[config.mk]
export PLATFORM = sky130hd
export DESIGN_NAME = exc_pc_sequencer
export DESIGN_NICKNAME = d
export VERILOG_FILES = /design/src/rtl/exc_pc_sequencer_pkg.sv /design/src/rtl/exc_pc_sequencer_cause_encoder.sv /design/src/rtl/exc_pc_sequencer.sv
export SDC_FILE = /design/constraint.sdc
export NUM_CORES = 1
export LEC_CHECK = 0
export BUFFER_PORTS_ARGS = -buffer_cell sky130_fd_sc_hd__buf_2
export CORE_UTILIZATION = 25
export DETAILED_ROUTE_END_ITERATION = 12
export SYNTH_ARGS = -nofsm -noshare
export SYNTH_HDL_FRONTEND = slang
export SYNTH_SLANG_ARGS = --single-unit
export TNS_END_PERCENT = 10
[constraint.sdc]
create_clock -name clk -period 2.4 [get_ports clk]
set_input_delay 0.72 -clock clk [delete_from_list [all_inputs] [get_ports clk]]
set_output_delay 0.72 -clock clk [all_outputs]
set_load 0.01 [all_outputs]
[src/rtl/exc_pc_sequencer_pkg.sv]
// exc_pc_sequencer_pkg: shared state encoding, PCSource selects, cause codes and default vectors
package exc_pc_sequencer_pkg;
  typedef enum logic [2:0] {IDLE, SAVE_EPC, VEC_RD, LOAD_PC, RTE} seqState_e;
  localparam logic [1:0] PCS_SHIFT = 2'b00;
  localparam logic [1:0] PCS_EPC = 2'b01;
  localparam logic [1:0] PCS_ALUOUT = 2'b10;
  localparam logic [1:0] PCS_SE8 = 2'b11;
  localparam logic [1:0] CAUSE_NONE = 2'b00;
  localparam logic [1:0] CAUSE_OPCODE = 2'b01;
  localparam logic [1:0] CAUSE_OVF = 2'b10;
  localparam logic [1:0] CAUSE_DIV0 = 2'b11;
  localparam logic [31:0] DEF_VEC_OPCODE = 32'd253;
  localparam logic [31:0] DEF_VEC_OVF = 32'd254;
  localparam logic [31:0] DEF_VEC_DIV0 = 32'd255;
endpackage

[src/rtl/exc_pc_sequencer_cause_encoder.sv]
// exc_cause_encoder: priority-encodes exception requests and maps a cause to its vector address
module exc_cause_encoder
  import exc_pc_sequencer_pkg::*;
#(
  parameter logic [31:0] VEC_OPCODE = DEF_VEC_OPCODE,
  parameter logic [31:0] VEC_OVF = DEF_VEC_OVF,
  parameter logic [31:0] VEC_DIV0 = DEF_VEC_DIV0
) (
  input  logic        excOpcode,
  input  logic        excOvf,
  input  logic        excDiv0,
  input  logic [1:0]  causeSel,
  output logic        anyExc,
  output logic [1:0]  cause,
  output logic [31:0] vector
);
  // opcode beats overflow beats divide-by-zero; vector follows the latched cause
  always_comb begin
    anyExc = excOpcode | excOvf | excDiv0;
    cause = excOpcode ? CAUSE_OPCODE : excOvf ? CAUSE_OVF : excDiv0 ? CAUSE_DIV0 : CAUSE_NONE;
    vector = (causeSel == CAUSE_OPCODE) ? VEC_OPCODE :
             (causeSel == CAUSE_OVF) ? VEC_OVF :
             (causeSel == CAUSE_DIV0) ? VEC_DIV0 : 32'd0;
  end
endmodule

[src/rtl/exc_pc_sequencer.sv]
// exc_pc_sequencer: owns PCSource/PC write during exception entry and return-from-exception
module exc_pc_sequencer
  import exc_pc_sequencer_pkg::*;
#(
  parameter int unsigned MEM_LATENCY = 2,
  parameter logic [31:0] VEC_OPCODE = DEF_VEC_OPCODE,
  parameter logic [31:0] VEC_OVF = DEF_VEC_OVF,
  parameter logic [31:0] VEC_DIV0 = DEF_VEC_DIV0
) (
  input  logic        clk,
  input  logic        reset,
  input  logic        exc_opcode,
  input  logic        exc_ovf,
  input  logic        exc_div0,
  input  logic        rte_req,
  input  logic [1:0]  main_pc_source,
  input  logic        main_pc_write,
  output logic [1:0]  pc_source,
  output logic        pc_write,
  output logic        epc_write,
  output logic        alu_pc_minus4,
  output logic        mem_read,
  output logic [31:0] mem_addr_exc,
  output logic        mem_addr_sel,
  output logic        busy,
  output logic [1:0]  exc_cause,
  output logic        exc_done
);
  localparam int CW = (MEM_LATENCY > 1) ? $clog2(MEM_LATENCY) : 1;
  seqState_e state, nextState;
  logic [CW-1:0] counter, nextCounter;
  logic anyExc;
  logic [1:0] encCause;
  logic [31:0] vector;
  exc_cause_encoder #(
    .VEC_OPCODE(VEC_OPCODE),
    .VEC_OVF(VEC_OVF),
    .VEC_DIV0(VEC_DIV0)
  ) u_enc (
    .excOpcode(exc_opcode),
    .excOvf(exc_ovf),
    .excDiv0(exc_div0),
    .causeSel(exc_cause),
    .anyExc(anyExc),
    .cause(encCause),
    .vector(vector)
  );
  // state, read-wait counter and latched cause; cause clears on reset or RTE
  always_ff @(posedge clk) begin
    if (reset) begin
      state <= IDLE;
      counter <= '0;
      exc_cause <= CAUSE_NONE;
    end else begin
      state <= nextState;
      counter <= nextCounter;
      if (state == IDLE && anyExc) exc_cause <= encCause;
      else if (state == RTE) exc_cause <= CAUSE_NONE;
    end
  end
  // next state and per-state controls; everything is forced low while reset is held
  always_comb begin
    nextState = state;
    nextCounter = counter;
    pc_source = PCS_SHIFT;
    pc_write = 1'b0;
    epc_write = 1'b0;
    alu_pc_minus4 = 1'b0;
    mem_read = 1'b0;
    mem_addr_exc = 32'd0;
    mem_addr_sel = 1'b0;
    busy = 1'b0;
    exc_done = 1'b0;
    case (state)
      IDLE: begin
        pc_source = main_pc_source;
        pc_write = main_pc_write & ~anyExc;
        nextState = anyExc ? SAVE_EPC : rte_req ? RTE : IDLE;
      end
      SAVE_EPC: begin
        alu_pc_minus4 = 1'b1;
        epc_write = 1'b1;
        busy = 1'b1;
        nextState = VEC_RD;
        nextCounter = CW'(MEM_LATENCY - 1);
      end
      VEC_RD: begin
        mem_read = 1'b1;
        mem_addr_sel = 1'b1;
        mem_addr_exc = vector;
        busy = 1'b1;
        nextState = (counter == '0) ? LOAD_PC : VEC_RD;
        nextCounter = (counter == '0) ? counter : counter - CW'(1);
      end
      LOAD_PC: begin
        pc_source = PCS_SE8;
        pc_write = 1'b1;
        exc_done = 1'b1;
        busy = 1'b1;
        nextState = IDLE;
      end
      RTE: begin
        pc_source = PCS_EPC;
        pc_write = 1'b1;
        busy = 1'b1;
        nextState = IDLE;
      end
      default: nextState = IDLE;
    endcase
    if (reset) begin
      pc_source = PCS_SHIFT;
      pc_write = 1'b0;
      epc_write = 1'b0;
      alu_pc_minus4 = 1'b0;
      mem_read = 1'b0;
      mem_addr_exc = 32'd0;
      mem_addr_sel = 1'b0;
      busy = 1'b0;
      exc_done = 1'b0;
    end
  end
endmodule

==> reports/metrics.cfg, run 1 <==
[worst_hold_path]
hp-class=reg -> reg
min_to=state[0]
whs_path_depth=1
hp-start=counter

[cts]
cts_buffer_depth=2
ctsResizeCount=0
clock_sinks=6
numCtsBuffers=3
cts.htree.levels=1
clk_pin_slew_ns=0.05
tritoncts=done
post_cts_buffers=0
clkLatencyLatePin_ns=0.25
cts_hold_buf=0
ctsRootBufferMaster=clkbuf_4

[power_and_ir_drop]
vdd_drop_max_v=0.0002920
p_sw_mw=0.1186
leakage_nw=0.3632
power.share.clock_pct=28.8
swShare_pct=35.89
intPower_mw=0.2118
seqPwrFrac_pct=38.5
comb_power_share_pct=32.7
total_power_mw=0.3304
p_per_area_mw_per_mm2=497.2

[worst_setup_path]
crit_chain=buf_2, or2_1, nor2_4, o21a_4, buf_2
r2r-end=state[0]
regToRegSetupSlack_ns=1.13
critPathMaxStageDelay_ns=0.30
critPathArrivalTime_ns=1.58
r2r-start=state[2]
critPathTopFamily=simple AND/OR/NAND/NOR gates
cp.required_ns=1.68
critPathCaptureType=output port
slowest_stage=or2_1
critPathLaunchType=input pin
crit_buf_inv=2
crit_top_cell=buf_2
worstSetupPathType=in -> out
path_max_fanout=6
r2r_cells=3

[sta]
worst_clock_skew_ns=0.007553
worst_slack_ns=0.1029
hold_violations=0
maxSlewViolCount=0
fmax_mhz=435.3
finalSetupTns_ns=0
layout_worst_path_cycle_share_pct=95.71
fin_crit_ns=2.297
setup_viol=0
rsz0062_at_grt=false

[die]
row_count=17
initial_core_util_pct=27.38
die_w_um=51.93
die_h_um=51.93
num_io_pins=52
dieArea_mm2=0.002696
core_mm2=0.002276

[global_route]
grt_first_pass_wirelength_mm=1.490
grt_remaining_overflow=0
grt_max_degree=11
grt_usage_pct=7.468
antenna_found_initial=0
grt_pass1_vias=373

[finish]
final_area_um2=664.4
area_delta_synth_final_pct=6.626
layout_commonest_cell=buf_2
drive_above_1_share_pct=37.62
diodes=0
fillers=258
final_net_count=112
layout_common_cells=buf_2 (27), conb_1 (24), dfxtp_1 (6)

[placed_design]
portBuffers=27
place_congestion=0.7289
dpl_cell_area_um2=641.9
post-place-ws_ns=0.1000
post-dp-hpwl_um=869.5

[synth]
netlist_area_um2=623.1
ys_warn_count=0
yosys.area.top_type_share_pct=37.35
synth_area_leaders=buf_4 (37%), dfxtp_1 (19%), o21a_1 (4.8%), a21oi_1 (4.0%), buf_6 (3.6%)
yosys.area.top_type=buf_4
ys_seq_area_share_pct=19.28
ys_ff_latch=6
synth.avg_cell_area_um2=7.789
postSynthCellCount=80
synth_cell_types=26

[routing]
drtIter0Drc=6
highest_layer=met4
num_vias=493
wl_mm=1.048
via_per_inst=3.822
wl_per_cell_um=8.124
ant_nets=0
remaining_drc_errors=0
wl_met3_um=59
drt_first_pass_iters=2
wl_met1_um=420
dr_wl_met2_um=546

[run]
cap_violations=0

[run_status]
status=finished clean

[cells by family after synthesis]
family / share of synthesized area [%]
buffers and inverters: 41.77
AND/OR/NAND/NOR: 20.88
AO/OA/AOI/OAI: 16.06
flip-flops: 19.28
XOR/XNOR: 1.406
other: 0.6018
[registers in the layout (all words and copies together) (netlist names)]
signal / flops
counter: 1
state: 3
exc_cause: 2
[per-layer routing]
metal | up-vias | GRT usage (%)
met5 | - | 0
met4 | 0 | 4.054
met3 | 2 | 1.754
met2 | 22 | 13.03
met1 | 219 | 8.202
li1 | 250 | -
[final cells by class]
cell class	instances	area, µm²	area share, %
multi-input combinational	63	336.6	50.66
tap	28	35.03	5.273
clock buffer	3	22.52	3.390
sequential	6	120.1	18.08
timing repair buffer	29	150.1	22.60
[synth_stat cells]
cell type	n
a2111oi_2	1
a21oi_1	5
a31oi_1	1
and2_1	2
and2b_1	1
and4_1	1
buf_2	1
buf_4	31
buf_6	2
conb_1	1
dfxtp_1	6
nand2_1	3
nand2b_1	2
nand3_1	1
nor2_1	4
nor2_2	1
nor2_4	1
nor2b_1	1
nor3_1	3
o21a_1	4
o21ai_0	2
o21bai_1	1
o22ai_1	1
or2_1	1
or2_2	2
xor2_1	1
[worst reg2reg max path: stages, from the launching register on]
cell and delay [ns]:
dfxtp_1 0.38, or2_1 0.35, buf_4 0.18, a2111oi_2 0.25
[worst max-delay path by stage]
stage / end / start / cells after the start / slack [ns]
final: mem_addr_exc[3] / reset / 5 / 0.10
after global routing: pc_write / exc_opcode / 5 / 0.03
after CTS: mem_addr_exc[3] / reset / 5 / 0.1
after detailed placement: pc_write / exc_opcode / 5 / 0.10
after global placement: mem_addr_exc[5] / reset / 5 / 0.13
after floorplan: mem_addr_exc[3] / reset / 6 / 0.02
[power groups by stage]
stage | Clock, mW | Sequential (mW) | Combinational (mW)
finish | 0.0950 | 0.127 | 0.108
global route | 0.100 | 0.130 | 0.121
CTS | 0.0965 | 0.127 | 0.109
detailed placement | 0 | 0.129 | 0.108
global placement | 0 | 0.128 | 0.107
floorplan | 0 | 0.128 | 0.110
[metrics by stage]
stage / hold slack, ns / util, % / instances
global route: 0.5139 / 29.19 / 129
CTS: 0.4849 / 29.19 / 129
detailed placement: 0.4707 / 28.20 / 126
finish: 0.4808 / 29.19 / 129
floorplan: 0.4505 / - / 103
global placement: 0.4630 / 28.20 / 126
Power figures use the tool's default switching activity.
==> run 2: changes to the inputs <==
Clock period 2.4 ns to 2.55 ns, I/O delays scaled along.
==> run 2 against run 1 <==
- core utilization decreased by 0.60 points
- clock skew shrank 0.0039 ns
- combinational power fell by 7%
- first-iteration DRC count fell by 50%
- critical path type unchanged
==> reports/metrics.cfg, run 2 (same netlist as run 1, synthesis figures left out) <==
[power_and_ir_drop]
leakage_nw=0.3574
vdd_drop_max_v=0.0003346
total_power_mw=0.3053
p_per_area_mw_per_mm2=469.3

[sta]
whs_ns=0.4782
rsz0062_at_grt=false
layout_worst_path_cycle_share_pct=94.25
hold_violations=0
worst_clock_skew_ns=0.003632
worst_slack_ns=0.1465
fin_crit_ns=2.403
maxSlewViolCount=0
fmax_mhz=416.1
setup_viol=0
finalSetupTns_ns=0

[global_route]
grt_first_pass_wirelength_mm=1.552
grt_max_degree=11
grt_usage_pct=8.070
antenna_found_initial=0
grt_pass1_vias=363
grt_remaining_overflow=0

[die]
row_count=17
die_w_um=51.93
num_io_pins=52
core_mm2=0.002276
dieArea_mm2=0.002696
die_h_um=51.93
initial_core_util_pct=27.38

[cts]
cts.htree.levels=1
post_cts_buffers=0
numCtsBuffers=3
tritoncts=done
clk_pin_slew_ns=0.05
clock_sinks=6
cts_hold_buf=0
ctsResizeCount=0
ctsRootBufferMaster=clkbuf_4
clkLatencyLatePin_ns=0.24
cts_buffer_depth=2

[worst_setup_path]
critPathLaunchType=input pin
critPathTopFamily=simple AND/OR/NAND/NOR gates
endpoint=mem_addr_exc[7]
crit_start=reset
r2r_cells=3
critPathCaptureType=output port
crit_chain=buf_2, or2_1, nor2_4, o21a_2, buf_2
critPathArrivalTime_ns=1.64
crit_top_cell=buf_2
slowest_stage=or2_1
regToRegSetupSlack_ns=1.31
critPathMaxStageDelay_ns=0.27
cp.required_ns=1.79
crit_buf_inv=2
cp_num_cells=5
r2r-start=state[2]
r2r-end=state[0]
worstSetupPathType=in -> out
path_max_fanout=8

[placed_design]
place_congestion=0.7407
dpl_cell_area_um2=628.1
post-dp-hpwl_um=882.2
portBuffers=27
post-place-ws_ns=0.1296

[worst_hold_path]
hp-class=reg -> reg

[routing]
wl_per_cell_um=8.055
via_per_inst=3.844
num_vias=492
drt_first_pass_iters=4
remaining_drc_errors=0
drtIter0Drc=3
ant_nets=0
wl_mm=1.031

[finish]
layout_common_cells=buf_2 (27), conb_1 (24), dfxtp_1 (6)
reg.largest.list=state x3, exc_cause x2, counter x1
final_net_count=111
drive_above_1_share_pct=37.00
layout_commonest_cell=buf_2
area_delta_synth_final_pct=4.418
largest_reg_flops=3
diodes=0
top_register=state
final_area_um2=650.6

[run_status]
status=finished clean

[run]
cap_violations=0

-- run 2: cell count changes in the layout (fill, tap and decap cells not counted) --
cell    before  now
buf_4        2    1
o21a_2       0    1
o21a_4       1    0
-- run 2: worst min-delay path by stage --
stage	slack (ns)	cells past startpoint	end	startpoint
floorplan	0.45	1	state[0]	counter
detailed placement	0.48	1	state[0]	counter
CTS	0.48	1	state[0]	counter
global route	0.49	1	state[0]	counter
finish	0.48	1	state[0]	counter
global placement	0.46	1	state[0]	counter
-- run 2: where the power goes --
group	leakage (nW)	switching [mW]	internal, mW
clock network	0.0138	0.0337	0.0532
logic	0.294	0.0606	0.0396
registers	0.0497	0.0132	0.105
-- run 2: per-layer routing --
metal / share of wire (%) / wire [µm] / global-route usage (%) / up-vias
met5: 0 / 0 / 0 / -
met4: 2.9 / 30 / 6.757 / 0
met3: 4.9 / 51 / 2.632 / 4
met1: 40 / 411 / 8.014 / 215
met2: 52 / 538 / 13.46 / 22
li1: - / - / - / 251
-- run 2: stage by stage --
| step | util [%] | std cells |
|---|---|---|
| after floorplan | - | 103 |
| after global placement | 27.60 | 125 |
| after detailed placement | 27.60 | 125 |
| after CTS | 28.59 | 128 |
| after global routing | 28.59 | 128 |
| final | 28.59 | 128 |
-- run 2: final cells by class --
cell class,instances,area [µm²]
timing repair buffer,28,142.6
multi-input combinational,63,330.3
fill,249,1625
sequential,6,120.1
tap,28,35.03
clock buffer,3,22.52
==> run 3: changes to the inputs <==
Settings changed: BUFFER_PORTS_ARGS -buffer_cell sky130_fd_sc_hd__buf_2 to -buffer_cell sky130_fd_sc_hd__clkbuf_2.
==> run 3 against run 2 <==
- via count down 0.81%
- maximum frequency increased by 1.6%
- sequential power about the same
- count of clock-buffer cells in the layout unchanged
- core utilization grew 0.33 points
- combinational power about the same
- die area unchanged
- largest power group unchanged
==> reports/metrics.cfg, run 3 (same netlist as run 1, synthesis figures left out) <==
[cts]
cts_hold_buf=0
tritoncts=done
numCtsBuffers=3
clock_sinks=6
post_cts_buffers=0
cts.htree.levels=1
clk_pin_slew_ns=0.05
cts_buffer_depth=2
ctsResizeCount=0
clkLatencyLatePin_ns=0.25
ctsRootBufferMaster=clkbuf_4

[finish]
reg.largest.list=state x3, exc_cause x2, counter x1
diodes=0
top_register=state
final_net_count=112
layout_commonest_cell=clkbuf_2
final_area_um2=658.1
largest_reg_flops=3
drive_above_1_share_pct=37.62
final_core_util_pct=28.92
regArea_um2=120.1
area_delta_synth_final_pct=5.622
fillers=243
fin_cells=129
multiInputGateArea_um2=330.3
layout_common_cells=clkbuf_2 (27), conb_1 (24), dfxtp_1 (6)

[run]
cap_violations=0

[worst_setup_path]
critPathMaxStageDelay_ns=0.26
cp.required_ns=1.79
path_max_fanout=6
slowest_stage=or2_1
worstSetupPathType=in -> out
critPathCaptureType=output port
crit_chain=clkbuf_2, or2_1, nor2_4, o21a_2, clkbuf_2
critPathLaunchType=input pin
crit_top_cell=clkbuf_2
critPathArrivalTime_ns=1.60

[sta]
fin_crit_ns=2.365
fmax_mhz=422.9
setup_viol=0
finalSetupTns_ns=0
hold_violations=0
rsz0062_at_grt=false
worst_clock_skew_ns=0.0006624
layout_worst_path_cycle_share_pct=92.73
worst_slack_ns=0.1854
maxSlewViolCount=0

[power_and_ir_drop]
leakage_nw=0.3496
p_per_area_mw_per_mm2=469.9
vdd_drop_max_v=0.0001837

[routing]
wl_mm=1.014
via_per_inst=3.783
wl_per_cell_um=7.860
drtIter0Drc=3
drt_first_pass_iters=2
ant_nets=0
remaining_drc_errors=0
num_vias=488

[global_route]
grt_first_pass_wirelength_mm=1.449
grt_max_degree=11
antenna_found_initial=0
grt_usage_pct=7.576
grt_remaining_overflow=0
grt_pass1_vias=344

[die]
dieArea_mm2=0.002696
die_w_um=51.93
initial_core_util_pct=27.38
row_count=17
core_mm2=0.002276
num_io_pins=52
die_h_um=51.93

[placed_design]
numPlacedInstances=126
portBuffers=27
post-place-ws_ns=0.1655
place_congestion=0.7688
dpl_cell_area_um2=635.6
post-dp-hpwl_um=882.4

[worst_hold_path]
hp-class=reg -> reg

[run_status]
status=finished clean

[run 3: worst max-delay path: cells and delay by family]
kind	cells	cell delay (ns)
simple gates	2	0.41
buf+inv	2	0.23
compound gates	1	0.19
[run 3: metrics by stage]
stage	hold slack (ns)	power [mW]
2_1_floorplan	0.4505	0.2227
3_3_place_gp	0.4596	0.2206
3_5_place_dp	0.4728	0.2226
4_1_cts	0.4805	0.3135
5_1_grt	0.4934	0.3308
6_report	0.4730	0.3093
[run 3: where the power goes]
group | total (mW) | leakage [nW] | internal [mW] | switching [mW]
Sequential | 0.118 | 0.0497 | 0.105 | 0.0131
Clock | 0.0895 | 0.0138 | 0.0534 | 0.0362
Combinational | 0.102 | 0.286 | 0.0403 | 0.0613
[run 3: path summary, 6_finish.rpt]
check / start / end / slack [ns] / cells past startpoint
max reg2reg: state[2] / state[0] / 1.33 / 3
min reg2reg: counter / state[0] / 0.47 / 1
min: counter / state[0] / 0.47 / 1
max: reset / mem_addr_exc[7] / 0.19 / 5
[run 3: layout make-up]
cell class / instances / area share, %
sequential: 6 / 18.25
tap: 28 / 5.323
timing repair buffer: 29 / 22.81
multi-input combinational: 63 / 50.19
clock buffer: 3 / 3.422
[run 3: metal layers]
metal,up-vias,wire [µm],global-route usage [%]
met3,3,62,2.924
met4,0,23,5.405
met5,-,0,0
met2,23,558,13.68
li1,251,-,-
met1,211,369,6.771
